===== config.mk =====
export PLATFORM = sky130hd
export DESIGN_NAME = jogo_memoria_param
export DESIGN_NICKNAME = d
export VERILOG_FILES = /design/src/rtl/jogo_memoria_param.sv
export SDC_FILE = /design/constraint.sdc
export NUM_CORES = 1
export LEC_CHECK = 0
export ABC_AREA = 1
export CAP_MARGIN = 20
export CORE_MARGIN = 10
export CORE_UTILIZATION = 55
export DETAILED_ROUTE_END_ITERATION = 12
export PLACE_DENSITY = 0.79
export SLEW_MARGIN = 20
export SYNTH_ARGS = -nofsm -noshare
export SYNTH_HDL_FRONTEND = slang
export SYNTH_SLANG_ARGS = --single-unit

===== constraint.sdc =====
create_clock -name clock -period 4.07 [get_ports clock]
set_input_delay 1.221 -clock clock [delete_from_list [all_inputs] [get_ports clock]]
set_output_delay 1.221 -clock clock [all_outputs]
set_load 0.01 [all_outputs]

===== src/rtl/jogo_memoria_param.sv =====
// jogo_memoria_param
// Sequence-memory game controller with a parametrised number of buttons,
// sequence depth, display time and play timeout.
//
// Round r shows memory elements 0..r on leds. Each element is lit for
// MOSTRA_CICLOS cycles and followed by a dark gap of the same length. The
// player then has to repeat elements 0..r on the buttons. While modo=1 each
// play must arrive within TIMEOUT_CICLOS cycles.
//
// Ports
//   clock, reset       system clock, asynchronous active-high reset
//   jogar              start/restart request (honoured in inicial and fim states)
//   botoes             synchronised button levels
//   modo               1 = play timeout enabled, 0 = unlimited time
//   mem_endereco       address to the external sequence memory
//   mem_dado           memory data, combinational w.r.t. mem_endereco
//   leds               shown element (mostra) or button echo (espera)
//   pronto/ganhou/perdeu/timeout   game result flags
//   db_estado          state code
//   db_rodada          current round limit
//   db_contagem        current address
//   db_jogada          last registered play
//
// state        | code | meaning
// inicial      |  0   | idle after reset, waits for jogar
// preparacao   |  1   | clears round limit, address and timers
// mostra       |  2   | element at endereco lit on leds
// intervalo    |  3   | dark gap after an element
// espera       |  4   | waits for a play (optionally with timeout)
// compara      |  5   | checks the registered play against memory
// fim_acertou  |  6   | whole sequence reproduced
// fim_errou    |  7   | wrong play
// fim_timeout  |  8   | no play in time
module jogo_memoria_param #(
  parameter int N_BOTOES       = 4,
  parameter int PROFUNDIDADE   = 16,
  parameter int MOSTRA_CICLOS  = 1000,
  parameter int TIMEOUT_CICLOS = 5000,
  localparam int AW = (PROFUNDIDADE > 1) ? $clog2(PROFUNDIDADE) : 1
) (
  input  logic                clock,
  input  logic                reset,
  input  logic                jogar,
  input  logic [N_BOTOES-1:0] botoes,
  input  logic                modo,
  output logic [AW-1:0]       mem_endereco,
  input  logic [N_BOTOES-1:0] mem_dado,
  output logic [N_BOTOES-1:0] leds,
  output logic                pronto,
  output logic                ganhou,
  output logic                perdeu,
  output logic                timeout,
  output logic [3:0]          db_estado,
  output logic [AW-1:0]       db_rodada,
  output logic [AW-1:0]       db_contagem,
  output logic [N_BOTOES-1:0] db_jogada
);

  localparam int MW = (MOSTRA_CICLOS > 1) ? $clog2(MOSTRA_CICLOS) : 1;
  localparam int TW = (TIMEOUT_CICLOS > 1) ? $clog2(TIMEOUT_CICLOS) : 1;

  // Both timers count down from their load value; reaching zero marks the
  // last cycle of the interval.
  localparam logic [MW-1:0] MOSTRA_CARGA  = MW'(MOSTRA_CICLOS - 1);
  localparam logic [TW-1:0] TIMEOUT_CARGA = TW'(TIMEOUT_CICLOS - 1);
  localparam logic [AW-1:0] ULTIMO        = AW'(PROFUNDIDADE - 1);

  localparam logic [3:0] INICIAL     = 4'd0;
  localparam logic [3:0] PREPARACAO  = 4'd1;
  localparam logic [3:0] MOSTRA      = 4'd2;
  localparam logic [3:0] INTERVALO   = 4'd3;
  localparam logic [3:0] ESPERA      = 4'd4;
  localparam logic [3:0] COMPARA     = 4'd5;
  localparam logic [3:0] FIM_ACERTOU = 4'd6;
  localparam logic [3:0] FIM_ERROU   = 4'd7;
  localparam logic [3:0] FIM_TIMEOUT = 4'd8;

  logic [3:0]          estado_q, estado_d;
  logic [AW-1:0]       limite_q, limite_d;
  logic [AW-1:0]       endereco_q, endereco_d;
  logic [MW-1:0]       mostra_cnt_q, mostra_cnt_d;
  logic [TW-1:0]       timeout_cnt_q, timeout_cnt_d;
  logic [N_BOTOES-1:0] jogada_q, jogada_d;
  logic [N_BOTOES-1:0] botoes_prev_q;
  logic                jogada_feita;

  // A play is a transition from all-released to any button pressed. A press
  // that began before espera therefore never counts, even if still held.
  assign jogada_feita = (|botoes) & ~(|botoes_prev_q);

  always_comb begin
    estado_d      = estado_q;
    limite_d      = limite_q;
    endereco_d    = endereco_q;
    mostra_cnt_d  = mostra_cnt_q;
    timeout_cnt_d = timeout_cnt_q;
    jogada_d      = jogada_q;

    case (estado_q)
      INICIAL: begin
        if (jogar) estado_d = PREPARACAO;
      end

      PREPARACAO: begin
        limite_d      = '0;
        endereco_d    = '0;
        mostra_cnt_d  = MOSTRA_CARGA;
        timeout_cnt_d = TIMEOUT_CARGA;
        estado_d      = MOSTRA;
      end

      MOSTRA: begin
        if (mostra_cnt_q == '0) begin
          mostra_cnt_d = MOSTRA_CARGA;
          estado_d     = INTERVALO;
        end else begin
          mostra_cnt_d = mostra_cnt_q - 1'b1;
        end
      end

      INTERVALO: begin
        if (mostra_cnt_q == '0) begin
          mostra_cnt_d = MOSTRA_CARGA;
          if (endereco_q < limite_q) begin
            endereco_d = endereco_q + 1'b1;
            estado_d   = MOSTRA;
          end else begin
            endereco_d    = '0;
            timeout_cnt_d = TIMEOUT_CARGA;
            estado_d      = ESPERA;
          end
        end else begin
          mostra_cnt_d = mostra_cnt_q - 1'b1;
        end
      end

      ESPERA: begin
        // A play on the expiry cycle takes priority over the timeout.
        if (jogada_feita) begin
          jogada_d = botoes;
          estado_d = COMPARA;
        end else if (modo) begin
          if (timeout_cnt_q == '0) estado_d = FIM_TIMEOUT;
          else                     timeout_cnt_d = timeout_cnt_q - 1'b1;
        end
      end

      COMPARA: begin
        if (jogada_q != mem_dado) begin
          estado_d = FIM_ERROU;
        end else if (endereco_q < limite_q) begin
          endereco_d    = endereco_q + 1'b1;
          timeout_cnt_d = TIMEOUT_CARGA;
          estado_d      = ESPERA;
        end else if (limite_q < ULTIMO) begin
          limite_d     = limite_q + 1'b1;
          endereco_d   = '0;
          mostra_cnt_d = MOSTRA_CARGA;
          estado_d     = MOSTRA;
        end else begin
          estado_d = FIM_ACERTOU;
        end
      end

      FIM_ACERTOU, FIM_ERROU, FIM_TIMEOUT: begin
        if (jogar) estado_d = PREPARACAO;
      end

      default: estado_d = INICIAL;
    endcase
  end

  always_ff @(posedge clock or posedge reset) begin
    if (reset) begin
      estado_q      <= INICIAL;
      limite_q      <= '0;
      endereco_q    <= '0;
      mostra_cnt_q  <= '0;
      timeout_cnt_q <= '0;
      jogada_q      <= '0;
      botoes_prev_q <= '0;
    end else begin
      estado_q      <= estado_d;
      limite_q      <= limite_d;
      endereco_q    <= endereco_d;
      mostra_cnt_q  <= mostra_cnt_d;
      timeout_cnt_q <= timeout_cnt_d;
      jogada_q      <= jogada_d;
      botoes_prev_q <= botoes;
    end
  end

  // Outputs decode straight from the state register so an asynchronous
  // reset clears them without waiting for a clock edge.
  always_comb begin
    leds    = '0;
    pronto  = 1'b0;
    ganhou  = 1'b0;
    perdeu  = 1'b0;
    timeout = 1'b0;
    case (estado_q)
      MOSTRA:      leds = mem_dado;
      ESPERA:      leds = botoes;
      FIM_ACERTOU: begin pronto = 1'b1; ganhou = 1'b1; end
      FIM_ERROU:   begin pronto = 1'b1; perdeu = 1'b1; end
      FIM_TIMEOUT: begin pronto = 1'b1; perdeu = 1'b1; timeout = 1'b1; end
      default:     leds = '0;
    endcase
  end

  assign mem_endereco = endereco_q;
  assign db_estado    = estado_q;
  assign db_rodada    = limite_q;
  assign db_contagem  = endereco_q;
  assign db_jogada    = jogada_q;

endmodule


==> flow_metrics.py <==
metrics = {
    "run_status": {
        "status": "finished, final reports clean",
    },
    "layout": {
        "fin_nets": 469,
        "stdcell_count": 520,
        "drive_above_1_share_pct": 8.00,
        "layout-area-overhead-vs-synth_pct": 17.3,
        "antenna-diode-count": 0,
    },
    "yosys": {
        "ys_seq_area_share_pct": 37.3,
        "ys_async_sr_fraction_pct": 100,
        "synth_fp_nets": 431,
        "synth_edf_count": 0,
        "synthesis.instances": 411,
        "synth_seq_cells": 43,
        "yosysWarnings": 0,
        "ys_types": 34,
        "synthFlopType": "dfrtp_1",
        "syn_area_um2": 2880,
        "avgSynthCellArea_um2": 7.02,
    },
    "placement": {
        "portBuffers": 39,
        "dp_hpwl_um": 4970,
        "gp_congestion": 0.862,
        "dp_cells": 512,
        "place_ws_ps": 318,
    },
    "cts": {
        "htreeDepth": 2,
        "numCtsBuffers": 5,
        "post_cts_buffers": 0,
        "clock-sinks": 43,
        "clk_pin_slew_ps": 80,
        "cts_hold_buf": 0,
        "tritoncts": "done",
        "cts_resized": 0,
        "clock-root-buffer": "clkbuf_8",
        "clk_latency_ps": 300,
        "max-clock-path-buffers": 2,
    },
    "worst_hold_path": {
        "hold_class": "flop to flop",
    },
    "timing": {
        "period_share_pct": 92.3,
        "hold_viol_final": 0,
        "rsz0062_at_grt": "no",
        "worstMarginPinSlew_ps": 576,
        "layout_setup_ws_ps": 315,
        "relSlewSlack_pct": 61.6,
        "fmaxAchievable_ghz": 0.266,
        "finalSetupViolCount": 0,
        "min_period_ps": 3750,
        "fin_skew_ps": 8.80,
        "fin_setup_tns_ps": 0,
        "holdWs_ps": 510,
        "slew_violations": 0,
    },
    "detailed_routing": {
        "routed_via_density": 5.11,
        "drt.antenna.violating_nets": 0,
        "finalWirelength_um": 6610,
        "via_count": 2657,
        "drt_pass1_iterations": 4,
        "drcViolationCount": 0,
        "wire_per_inst_um": 12.7,
        "drt_iter0_markers": 137,
    },
    "setup_path": {
        "crit_arrival_ps": 2530,
        "startpoint_type": "primary input",
        "path_max_fanout": 3,
        "crit_type": "primary input to output pin",
        "end_kind": "output pin",
        "critPathRequiredTime_ps": 2850,
    },
    "floorplan": {
        "core_um2": 5110,
        "rows": 26,
        "initial_core_util_pct": 56.5,
        "die_area_um2": 8540,
        "die_y_um": 92.4,
        "ios": 40,
        "die_w_um": 92.4,
    },
    "pwr": {
        "leakage_uw": 0.00166,
        "irDropWorstVdd_mv": 0.437,
        "p_per_area_nw_per_um2": 598,
        "totalPowerFinal_uw": 2020,
    },
    "job": {
        "drv_cap": 0,
    },
    "global_routing": {
        "antenna_found_initial": 0,
        "grt_pass1_vias": 2674,
        "grt_pass1_wl_um": 11900,
        "gr-total-overflow": 0,
        "grt_start_max_net_pins": 44,
        "grt_usage_pct": 16.5,
    },
}
-- sequential cells by signal, indices dropped and copies added, names as in the netlist --
name and flops:
mostra_cnt_q 10, db_contagem 4, timeout_cnt_q 13, db_jogada 4, db_rodada 4, botoes_prev_q 4
db_estado 4
-- path summary, 6_finish.rpt --
kind                                  start           endpoint  slack, ps  cells past startpoint
setup / recovery                  botoes[0]            leds[0]        320                      4
min in group asynchronous             reset       db_jogada[2]       1350                      3
max in group asynchronous             reset   timeout_cnt_q[7]       2350                      3
setup reg to reg               db_rodada[3]  timeout_cnt_q[11]       1860                     10
hold reg to reg            timeout_cnt_q[0]   timeout_cnt_q[0]        510                      2
hold / removal             timeout_cnt_q[0]   timeout_cnt_q[0]        510                      2
-- final cells by class --
cell class,count,area (um2)
Clock buffer,7,76.3
Clock inverter,1,5.00
Fill cell,477,1730
Inverter,56,210
Multi-Input combinational cell,302,1520
Sequential cell,43,1080
Tap cell,70,87.6
Timing Repair Buffer,41,405
-- layer usage --
layer / wire length [um] / share of wire, % / vias up / GRT usage (%)
met5: 0 / 0 / - / 0
met2: 3010 / 46 / 61 / 26.9
met4: 87 / 1.3 / 0 / 5.01
met1: 3010 / 46 / 1210 / 20.2
met3: 497 / 7.5 / 10 / 5.57
li1: - / - / 1376 / -
-- report_power, final --
group          leakage (uW)  internal [uW]  switching [uW]
clock             0.0000422            121             143
sequential         0.000541            550             120
combinational       0.00108            394             696
total               0.00166           1060             959
-- cell usage after synthesis (2+ instances only) --
| cell | number | area, um2 |
|---|---|---|
| o22ai_1 | 4 | 25.0 |
| buf_4 | 6 | 45.0 |
| buf_6 | 2 | 22.5 |
| nand3b_1 | 3 | 22.5 |
| nand2_2 | 6 | 37.5 |
| inv_2 | 6 | 22.5 |
| nand3_2 | 3 | 30.0 |
| o21ai_1 | 11 | 55.1 |
| a21oi_1 | 6 | 30.0 |
| ha_1 | 8 | 100 |
| xor2_1 | 7 | 61.3 |
| o21ai_0 | 19 | 95.1 |
| xnor2_1 | 3 | 26.3 |
| nor2_4 | 3 | 33.8 |
| nand2_1 | 121 | 454 |
| or2_2 | 3 | 18.8 |
| nand4_1 | 7 | 43.8 |
| nor3_1 | 2 | 10.0 |
| dfrtp_1 | 43 | 1080 |
| nand3_1 | 41 | 205 |
| nor2_2 | 3 | 18.8 |
| inv_1 | 50 | 188 |
| nor2_1 | 43 | 161 |
-- worst max-delay path: stages --
cell             delay [ps]
clkdlybuf4s50_1         470
inv_1                    70
o22ai_1                 200
clkdlybuf4s50_1         570
-- placed cells by master (no fill, tap or decap), types with 5 or more instances in the layout --
master           instances
a21oi_1                  6
clkbuf_8                 5
clkdlybuf4s50_1         39
dfrtp_1                 43
ha_1                     8
inv_1                   50
inv_2                    6
nand2_1                121
nand2_2                  6
nand3_1                 41
nand4_1                  7
nor2_1                  43
o21ai_0                 19
o21ai_1                 11
xor2_1                   7
-- logic make-up (layout without fill, tap and decap cells) --
kind of cell | after synthesis | after routing | synth area share [%]
buffers and inverters | 66 | 105 | 9.93
AOI/OAI and AO/OA | 44 | 44 | 8.20
adders and majority gates | 8 | 8 | 3.47
and+or+nand+nor | 240 | 240 | 38.0
xor gates and xnor gates | 10 | 10 | 3.04
DFF | 43 | 43 | 37.3
-- stage by stage --
stage	utilization, %	area, um2
2_1_floorplan	-	2880
3_3_place_gp	64.6	3300
3_5_place_dp	64.6	3300
4_1_cts	66.2	3380
5_1_grt	66.2	3380
6_report	66.2	3380
No activity file was read; power rests on OpenSTA's default activity.
